File: config.mk
export PLATFORM = sky130hd
export DESIGN_NAME = tick_timer
export DESIGN_NICKNAME = d
export VERILOG_FILES = /design/src/rtl/tick_timer.sv
export SDC_FILE = /design/constraint.sdc
export NUM_CORES = 1
export LEC_CHECK = 0
export ABC_AREA = 0
export CORE_MARGIN = 2
export CORE_UTILIZATION = 50
export CTS_CLUSTER_SIZE = 20
export DETAILED_ROUTE_END_ITERATION = 8
export GPL_ROUTABILITY_DRIVEN = 0
export HOLD_SLACK_MARGIN = 0.03
export PLACE_DENSITY = 0.76
export SYNTH_ARGS = -nofsm -noshare
export SYNTH_HDL_FRONTEND = slang
export SYNTH_SLANG_ARGS = --single-unit
File: constraint.sdc
create_clock -name clk -period 5.9 [get_ports clk]
set_input_delay 1.18 -clock clk [delete_from_list [all_inputs] [get_ports clk]]
set_output_delay 1.18 -clock clk [all_outputs]
set_load 0.03 [all_outputs]
File: src/rtl/tick_timer.sv
// Programmable interval timer: counts rising edges of tick_in, raises a sticky
// interrupt on expiry, and runs one-shot or auto-reload.
module tick_timer #(
  parameter int WIDTH = 32
) (
  input  logic             clk,
  input  logic             rst,
  input  logic             tick_in,
  input  logic             load,
  input  logic [WIDTH-1:0] period,
  input  logic             start,
  input  logic             stop,
  input  logic             auto_reload,
  input  logic             irq_ack,
  output logic             irq,
  output logic             overrun,
  output logic             running,
  output logic             done,
  output logic [WIDTH-1:0] count
);

  typedef enum logic [1:0] {
    ST_IDLE = 2'd0,
    ST_RUN  = 2'd1,
    ST_DONE = 2'd2
  } state_t;

  localparam logic [WIDTH-1:0] CNT_ZERO = WIDTH'(0);
  localparam logic [WIDTH-1:0] CNT_ONE  = WIDTH'(1);

  state_t           state_r;
  state_t           state_nxt_s;
  logic [WIDTH-1:0] count_r;
  logic [WIDTH-1:0] count_nxt_s;
  logic [WIDTH-1:0] reload_r;
  logic [WIDTH-1:0] reload_nxt_s;
  logic             tick_s_r;
  logic             tick_p_r;
  logic             tev_s;
  logic             expire_s;
  logic             irq_r;
  logic             irq_nxt_s;
  logic             overrun_r;
  logic             overrun_nxt_s;
  logic             running_r;
  logic             done_r;

  assign tev_s   = tick_s_r & ~tick_p_r;
  assign irq     = irq_r;
  assign overrun = overrun_r;
  assign running = running_r;
  assign done    = done_r;
  assign count   = count_r;

  // Next-state decode: load beats stop beats start; a tick during load is dropped.
  always_comb begin
    state_nxt_s  = state_r;
    count_nxt_s  = count_r;
    reload_nxt_s = reload_r;
    expire_s     = 1'b0;
    if (load) begin
      reload_nxt_s = period;
      count_nxt_s  = period;
    end else if (stop) begin
      state_nxt_s = ST_IDLE;
    end else begin
      case (state_r)
        ST_IDLE: begin
          // Count is kept so a stopped timer resumes where it left off.
          if (start && (reload_r != CNT_ZERO)) begin
            state_nxt_s = ST_RUN;
            if (count_r == CNT_ZERO) begin
              count_nxt_s = reload_r;
            end else begin
              count_nxt_s = count_r;
            end
          end else begin
            state_nxt_s = ST_IDLE;
          end
        end
        ST_RUN: begin
          if (tev_s && (count_r > CNT_ONE)) begin
            count_nxt_s = count_r - CNT_ONE;
          end else if (tev_s && (count_r == CNT_ONE)) begin
            expire_s = 1'b1;
            if (auto_reload) begin
              count_nxt_s = reload_r;
            end else begin
              count_nxt_s = CNT_ZERO;
              state_nxt_s = ST_DONE;
            end
          end else begin
            count_nxt_s = count_r;
          end
        end
        ST_DONE: begin
          if (start && (reload_r != CNT_ZERO)) begin
            count_nxt_s = reload_r;
            state_nxt_s = ST_RUN;
          end else begin
            state_nxt_s = ST_DONE;
          end
        end
        default: begin
          state_nxt_s = ST_IDLE;
        end
      endcase
    end
  end

  // Interrupt flags: a fresh expiry wins over acknowledge for irq only.
  always_comb begin
    irq_nxt_s     = irq_r;
    overrun_nxt_s = overrun_r;
    if (expire_s) begin
      irq_nxt_s = 1'b1;
    end else if (irq_ack) begin
      irq_nxt_s = 1'b0;
    end else begin
      irq_nxt_s = irq_r;
    end
    if (irq_ack) begin
      overrun_nxt_s = 1'b0;
    end else if (expire_s && irq_r) begin
      overrun_nxt_s = 1'b1;
    end else begin
      overrun_nxt_s = overrun_r;
    end
  end

  // All timer state and registered status outputs.
  always_ff @(posedge clk or negedge rst) begin
    if (!rst) begin
      state_r   <= ST_IDLE;
      count_r   <= CNT_ZERO;
      reload_r  <= CNT_ZERO;
      tick_s_r  <= 1'b0;
      tick_p_r  <= 1'b0;
      irq_r     <= 1'b0;
      overrun_r <= 1'b0;
      running_r <= 1'b0;
      done_r    <= 1'b0;
    end else begin
      tick_s_r  <= tick_in;
      tick_p_r  <= tick_s_r;
      state_r   <= state_nxt_s;
      count_r   <= count_nxt_s;
      reload_r  <= reload_nxt_s;
      irq_r     <= irq_nxt_s;
      overrun_r <= overrun_nxt_s;
      running_r <= (state_nxt_s == ST_RUN);
      done_r    <= (state_nxt_s == ST_DONE);
    end
  end

endmodule

==> flow_summary.yaml, run 1 <==
clocking:
  clkSinkCount: 72
  ctsResizeCount: 0
  cts_max_path_buffers: 2
  clk_latency_ps: 360
  cts_root_buffer: "clkbuf_8"
  clk_pin_slew_ps: 80
  numCtsBuffers: 9
  cts_setup_buffers: 0
  hold_buffers: 0
  ctsHtreeMaxLevel: 3
  cts_tree: "done"
finish:
  finalInstanceArea_um2: 5040
  regArea_um2: 1800
  final_cell_mix: "73 x clkdlybuf4s50_1, 72 x dfrtp_1, 42 x inv_1, 33 x nor2_1, 32 x nand2_1"
  antennaDiodeCount: 0
  area_growth_syn_to_layout_pct: 23.7
  post-route-util_pct: 64.6
  nNetsFinal: 545
  multi_input_area_um2: 2010
  final_common_cell: "clkdlybuf4s50_1"
  fillers: 678
  drive_above_1_share_pct: 10.5
floorplanning:
  rows: 32
  core-area_um2: 7810
  dieWidth_um: 94.3
  initial_core_util_pct: 52.2
  fp.dieArea_um2: 8890
  ios: 76
  fp.dieH_um: 94.3
detailed_routing:
  route.detailed.drc: 0
  final_antenna_net_count: 0
  wirelength_um: 10800
  wl_met1_um: 4910
  first_pass_iters: 7
  viasPerCell: 5.89
  dr_wl_met2_um: 5080
  drtIter0Drc: 246
  num_vias: 3582
  wl_per_cell_um: 17.7
  top_layer: "met4"
  wl_met3_um: 568
pwr:
  p_leak_nw: 2.09
  intPower_mw: 0.908
  comb_power_share_pct: 26.4
  p_clk_share_pct: 28.5
  p_seq_share_pct: 45.0
  p_switching_mw: 0.459
  p_total_mw: 1.37
  ir_worst_vdd_mv: 0.139
  p_sw_share_pct: 33.6
  pwr_density_cell_nw_per_um2: 271
timing:
  grt_setup_unrepaired: "no"
  slew_headroom_pct: 20.1
  fin_crit_sh_pct: 63.8
  worstMarginPinSlew_ps: 1190
  finClkSkew_ps: 9.49
  setup_viol: 0
  fin_setup_tns_ps: 0
  hold_viol_final: 0
  min_period_ps: 3760
  drv_slew: 0
  fin_hold_ws_ps: 409
  max_freq_mhz: 266
synth:
  netlist_area_um2: 4080
  synth_edf_count: 0
  synth_flop_cell: "dfrtp_1"
  synth_cell_type_count: 55
  ys_seq_area_share_pct: 44.2
  synth_warnings: 0
  synthCells: 437
  yosys.area.top_type_share_pct: 44.2
  synth_nets: 480
  synth_top_cells_by_area: "dfrtp_1 44%, xnor2_1 4.1%, o221ai_2 4.1%"
  synthArstFlopShare_pct: 100
  synth_top_cell_by_area: "dfrtp_1"
  syn_avg_cell_area_um2: 9.33
  synth-seq-cells: 72
worst_hold_path:
  worstHoldEndpoint: "tick_p_r"
  min_path_type: "flip-flop to flip-flop"
  holdCritStartpoint: "tick_s_r"
  hold_path_depth: 0
worst_setup_path:
  ff2ff_path_depth: 8
  r2r-end: "count[30]"
  cp_max_fo: 18
  crit_type: "flip-flop to flip-flop"
  cp-end-kind: "flip-flop"
  cp-start-kind: "flip-flop"
  timing.rr.start: "count[0]"
  required_ps: 6080
  r2r_slack_ps: 2140
  crit_arrival_ps: 3940
global_route:
  grtUsageTotal_pct: 25.4
  grt_max_degree: 73
  grt_pass1_wl_um: 17500
  antenna_found_initial: 0
  overflow: 0
  grt_pass1_vias: 3576
run_status:
  status: "complete, no violations"
run:
  max-cap-violations: 0
placed_design:
  dp_hpwl_um: 7350
  port_buffers: 75
  placed_cell_area_um2: 4860
[worst max-delay path, cell delays in order (launching register included)]
cell and delay [ps]:
dfrtp_1 450, inv_1 140, ha_1 220, or3b_2 490, nor3_1 520, nand2_1 340
o221ai_2 310, or3_1 830, o221ai_1 270
[through the flow]
step,worst slack (ps),std cells
2_1_floorplan,3080,437
6_report,2140,608
3_5_place_dp,2180,593
5_1_grt,1880,608
3_3_place_gp,2260,593
4_1_cts,2210,608
[metal layers]
| layer | GRT usage, % | vias up |
|---|---|---|
| met5 | 0 | - |
| met4 | 9.90 | 0 |
| met3 | 4.74 | 16 |
| met2 | 40.7 | 119 |
| met1 | 34.0 | 1744 |
| li1 | - | 1703 |
[cell type report]
| cell class | instances | share of cell area [%] |
|---|---|---|
| Inverter | 42 | 3.13 |
| Multi-Input combinational cell | 299 | 39.8 |
| Sequential cell | 72 | 35.7 |
| Tap cell | 102 | 2.53 |
| Clock buffer | 11 | 2.80 |
| Clock inverter | 4 | 0.893 |
| Timing Repair Buffer | 78 | 15.1 |
[how the worst max path moves through the flow]
stage                          from   endpoint  cells after the start
after floorplan           count[20]   count[8]                      7
after global placement         stop  count[22]                      6
after detailed placement       stop  count[30]                      6
after CTS                  count[0]  count[30]                      8
after global routing       count[0]  count[22]                      8
final                      count[0]  count[30]                      8
[Yosys cell counts, types with 2 or more instances]
cell type and instances:
dfrtp_1 72, a21o_1 7, or4_4 3, nand3_1 11, xor2_1 5, nor3_1 17
and2_1 8, a221oi_2 2, o31ai_1 2, o21ai_1 5, buf_1 2, clkbuf_1 13
o21ai_0 30, a21oi_1 9, nand2_1 32, ha_1 3, and3_1 5, inv_1 42
o22ai_1 5, nand2b_1 2, a22oi_1 15, nor2b_1 2, o221ai_2 11, o221ai_1 6
xnor2_1 19, a221o_1 3, or2_1 2, nor2_1 33, nand4_1 5, mux2_2 7
a2bb2oi_1 4, or3_1 6, nor4_1 12, a31oi_1 8, or2_2 3, buf_2 7
[flip-flops by register name (all words and copies together), names as in the netlist]
register	cells
count	32
done	1
tick_p_r	1
irq	1
tick_s_r	1
running	1
overrun	1
reload_r	32
state_r	2
[logic make-up (layout without fill, tap and decap cells)]
logic type      Yosys count  count (layout)  share of synthesized area (%)
simple gates            148             148                           18.8
compound gates          117             117                           22.1
flops                    72              72                           44.2
xor+xnor                 24              24                           5.16
mux                       7               7                           1.93
buf+inv                  66             135                           6.88
fa+ha+maj                 3               3                          0.921
[power groups by stage]
stage                     Sequential [mW]  Clock (mW)  Combinational [mW]
after floorplan                     0.664           0               0.170
after global placement              0.620           0               0.354
after detailed placement            0.622           0               0.361
after CTS                           0.614       0.396               0.363
after global routing                0.623       0.418               0.391
final                               0.616       0.390               0.362
No activity file was read; power rests on OpenSTA's default activity.
==> inputs of run 2 (changes only) <==
CORE_UTILIZATION = 48   (was 50)
clock period = 3.29 ns   (was 5.9 ns; I/O delays follow)
==> flow_summary.yaml, run 2 (synthesized netlist as in run 1, its figures left out) <==
finish:
  finalInstanceArea_um2: 5220
  nNetsFinal: 556
  fillers: 668
  final_common_cell: "clkdlybuf4s50_1"
  area_growth_syn_to_layout_pct: 28.1
  antennaDiodeCount: 0
  post-route-util_pct: 63.6
  drive_above_1_share_pct: 12.7
  final_cell_mix: "73 x clkdlybuf4s50_1, 72 x dfrtp_1, 42 x inv_1, 33 x nor2_1, 32 x nand2_1"
detailed_routing:
  wl_per_cell_um: 17.7
  wirelength_um: 11000
  route.detailed.drc: 0
  drtIter0Drc: 243
  first_pass_iters: 4
  viasPerCell: 5.87
  final_antenna_net_count: 0
  num_vias: 3658
clocking:
  ctsHtreeMaxLevel: 3
  cts_root_buffer: "clkbuf_8"
  cts_tree: "done"
  clk_latency_ps: 360
  numCtsBuffers: 9
  clk_pin_slew_ps: 80
  cts_setup_buffers: 0
  clkSinkCount: 72
  ctsResizeCount: 0
  hold_buffers: 0
  cts_max_path_buffers: 2
pwr:
  p_seq_share_pct: 41.4
  p_leak_nw: 2.17
  comb_power_share_pct: 26.1
  p_sw_share_pct: 32.2
  pwr_density_cell_nw_per_um2: 505
  p_clk_share_pct: 32.6
  p_switching_mw: 0.850
  intPower_mw: 1.79
  ir_worst_vdd_mv: 0.235
timing:
  fin_crit_sh_pct: 94.6
  finClkSkew_ps: 12.1
  setup_viol: 0
  min_period_ps: 3110
  fin_setup_tns_ps: 0
  fin_hold_ws_ps: 402
  drv_slew: 0
  hold_viol_final: 0
  max_freq_mhz: 321
  worstMarginPinSlew_ps: 851
  slew_headroom_pct: 43.3
  grt_setup_unrepaired: "no"
worst_setup_path:
  cp-start-kind: "flip-flop"
  required_ps: 3520
  cp_top_family: "simple AND/OR/NAND/NOR gates"
  slowest_delay_ps: 560
  cp-end-kind: "flip-flop"
  slowest_stage: "or4_4"
  cp_num_buf_inv: 1
  crit_arrival_ps: 3340
  cp_max_fo: 10
  crit_type: "flip-flop to flip-flop"
  crit_chain: "or4_4 > or3_4 > a2111o_1 > o221ai_2 > or3_1 > buf_4 > o221ai_1"
global_route:
  grt_pass1_wl_um: 17900
  grt_pass1_vias: 3514
  antenna_found_initial: 0
  grtUsageTotal_pct: 25.6
  overflow: 0
  grt_max_degree: 38
floorplanning:
  rows: 33
  core-area_um2: 8220
  fp.dieArea_um2: 9250
  fp.dieH_um: 96.2
  initial_core_util_pct: 49.6
  dieWidth_um: 96.2
  ios: 76
placed_design:
  port_buffers: 75
  placed_cell_area_um2: 4980
  dp_hpwl_um: 7980
run:
  max-cap-violations: 0
worst_hold_path:
  min_path_type: "primary input to asynchronous set/reset pin"
run_status:
  status: "complete, no violations"
run 2: changes by cell type in the layout (fill, tap and decap cells not counted):
cell        delta
buf_12         +3
inv_6          +1
clkbuf_1       -1
clkinv_2       -2
buf_4          +8
clkbuf_8       -1
bufinv_16      +2
clkinvlp_4     +2
run 2: worst paths after layout:
kind	from	end	slack, ps	depth (start not counted)
worst min register to register	tick_s_r	tick_p_r	420	0
worst max-delay path	count[20]	count[30]	180	7
min in group clk	tick_s_r	tick_p_r	420	0
max in group asynchronous	rst	count[1]	2210	2
worst max register to register	count[20]	count[30]	180	7
worst min-delay path	rst	reload_r[27]	400	1
run 2: final cells by class:
cell class,instances,area (um^2),area share [%]
clock buffer,9,124,2.37
inverter,42,158,3.02
tap,105,131,2.51
multi-input combinational,299,2010,38.4
sequential,72,1800,34.5
clock inverter,7,119,2.28
timing repair buffer,89,883,16.9
run 2: through the flow:
stage,setup slack (ps),std cells,power [mW]
finish,178,623,2.64
global route,14.9,623,2.76
CTS,170,623,2.64
detailed placement,190,607,1.79
global placement,251,607,1.78
floorplan,467,437,1.50
run 2: metal layers:
metal	global-route usage (%)	part of all wire, %	vias up
met4	10.0	1.6	0
met5	0	0	-
met1	33.4	43	1803
met3	5.40	6.7	14
li1	-	-	1725
met2	41.6	49	116
run 2: power by group through the flow:
stage	Combinational [mW]	Clock [mW]	Sequential [mW]
global route	0.747	0.905	1.11
CTS	0.690	0.865	1.09
floorplan	0.304	0	1.19
detailed placement	0.685	0	1.11
global placement	0.677	0	1.10
finish	0.688	0.860	1.09
==> inputs of run 3 (changes only) <==
CORE_ASPECT_RATIO = 0.75   (was default)
==> flow_summary.yaml, run 3 (synthesized netlist as in run 1, its figures left out) <==
run_status:
  status: "complete, no violations"
global_route:
  grt_pass1_vias: 3653
  grt_max_degree: 43
  grtUsageTotal_pct: 25.6
  grt_pass1_wl_um: 19100
  overflow: 0
  antenna_found_initial: 0
clocking:
  cts_max_path_buffers: 2
  hold_buffers: 0
  ctsResizeCount: 0
  cts_tree: "done"
  ctsHtreeMaxLevel: 3
  cts_root_buffer: "clkbuf_16"
  clk_latency_ps: 330
  numCtsBuffers: 9
  cts_setup_buffers: 0
  clkSinkCount: 72
  clk_pin_slew_ps: 60
timing:
  setup_viol: 0
  finClkSkew_ps: 7.14
  min_period_ps: 2980
  drv_slew: 0
  fin_crit_sh_pct: 90.6
  max_freq_mhz: 335
  slew_headroom_pct: 49.2
  hold_viol_final: 0
  worstMarginPinSlew_ps: 762
  grt_setup_unrepaired: "no"
  fin_setup_tns_ps: 0
  fin_hold_ws_ps: 402
pwr:
  p_leak_nw: 2.19
  ir_worst_vdd_mv: 0.219
  pwr_density_cell_nw_per_um2: 519
detailed_routing:
  num_vias: 3686
  viasPerCell: 5.91
  final_antenna_net_count: 0
  first_pass_iters: 5
  drtIter0Drc: 279
  wirelength_um: 11500
  wl_per_cell_um: 18.4
  route.detailed.drc: 0
finish:
  area_growth_syn_to_layout_pct: 29.1
  final_cell_mix: "73 x clkdlybuf4s50_1, 72 x dfrtp_1, 42 x inv_1, 33 x nor2_1, 32 x nand2_1"
  antennaDiodeCount: 0
  nNetsFinal: 555
  fillers: 705
  final_common_cell: "clkdlybuf4s50_1"
  drive_above_1_share_pct: 12.4
  stdcell_count: 624
floorplanning:
  ios: 76
  core-area_um2: 8350
  fp.dieH_um: 83.8
  fp.dieArea_um2: 9250
  rows: 29
  initial_core_util_pct: 48.8
  dieWidth_um: 110
worst_setup_path:
  timing.rr.start: "count[20]"
  slowest_stage: "or4_4"
  crit_arrival_ps: 3220
  ff2ff_path_depth: 7
  required_ps: 3530
  crit_type: "flip-flop to flip-flop"
  cp-end-kind: "flip-flop"
  cp-start-kind: "flip-flop"
  cp_max_fo: 10
  slowest_delay_ps: 570
  r2r-end: "count[27]"
  crit_chain: "or4_4 > or3_4 > o41ai_4 > o221ai_2 > or3_1 > buf_4 > o221ai_1"
  r2r_slack_ps: 310
  critPathLaunch: "count[20]"
worst_hold_path:
  min_path_type: "primary input to asynchronous set/reset pin"
placed_design:
  dp.cells: 609
  port_buffers: 75
  dp_hpwl_um: 8240
run:
  max-cap-violations: 0
run 3: worst max path at each step:
stage                     end
floorplan            count[8]
global placement    count[28]
detailed placement  count[27]
CTS                 count[27]
global route        count[27]
finish              count[27]
run 3: area by class of cell:
cell class | instances | area [um^2] | share of cell area [%]
clock inverter | 6 | 61.3 | 1.16
clock buffer | 9 | 225 | 4.28
tap | 108 | 135 | 2.57
timing repair buffer | 88 | 876 | 16.6
multi-input combinational | 299 | 2010 | 38.1
sequential | 72 | 1800 | 34.2
inverter | 42 | 158 | 3.00
run 3: per-stage QoR:
stage	cell area, um^2	total power [mW]	worst slack (ps)	util [%]
3_3_place_gp	4980	1.77	411	59.6
5_1_grt	5260	2.85	167	63.1
6_report	5260	2.73	308	63.1
3_5_place_dp	4980	1.79	333	59.6
4_1_cts	5260	2.74	317	63.1
2_1_floorplan	4080	1.50	467	-
run 3: report_power, final:
part           internal [mW]  total [mW]  switching [mW]
Clock                  0.579       0.947           0.368
Combinational          0.303       0.678           0.374
Sequential             0.979        1.11           0.129
run 3: layer usage:
layer	GRT usage [%]	wire length, um	up-vias
li1	-	-	1713
met1	34.3	4990	1792
met2	41.9	5470	163
met3	6.17	866	18
met4	7.27	184	0
met5	0	0	-
run 3: worst max-delay path, delay by kind of cell (launching register included):
family	cells	cell delay, ps
AO/OA/AOI/OAI	3	720
buffers and inverters	1	250
flip-flops	1	430
AND/OR/NAND/NOR	3	1480
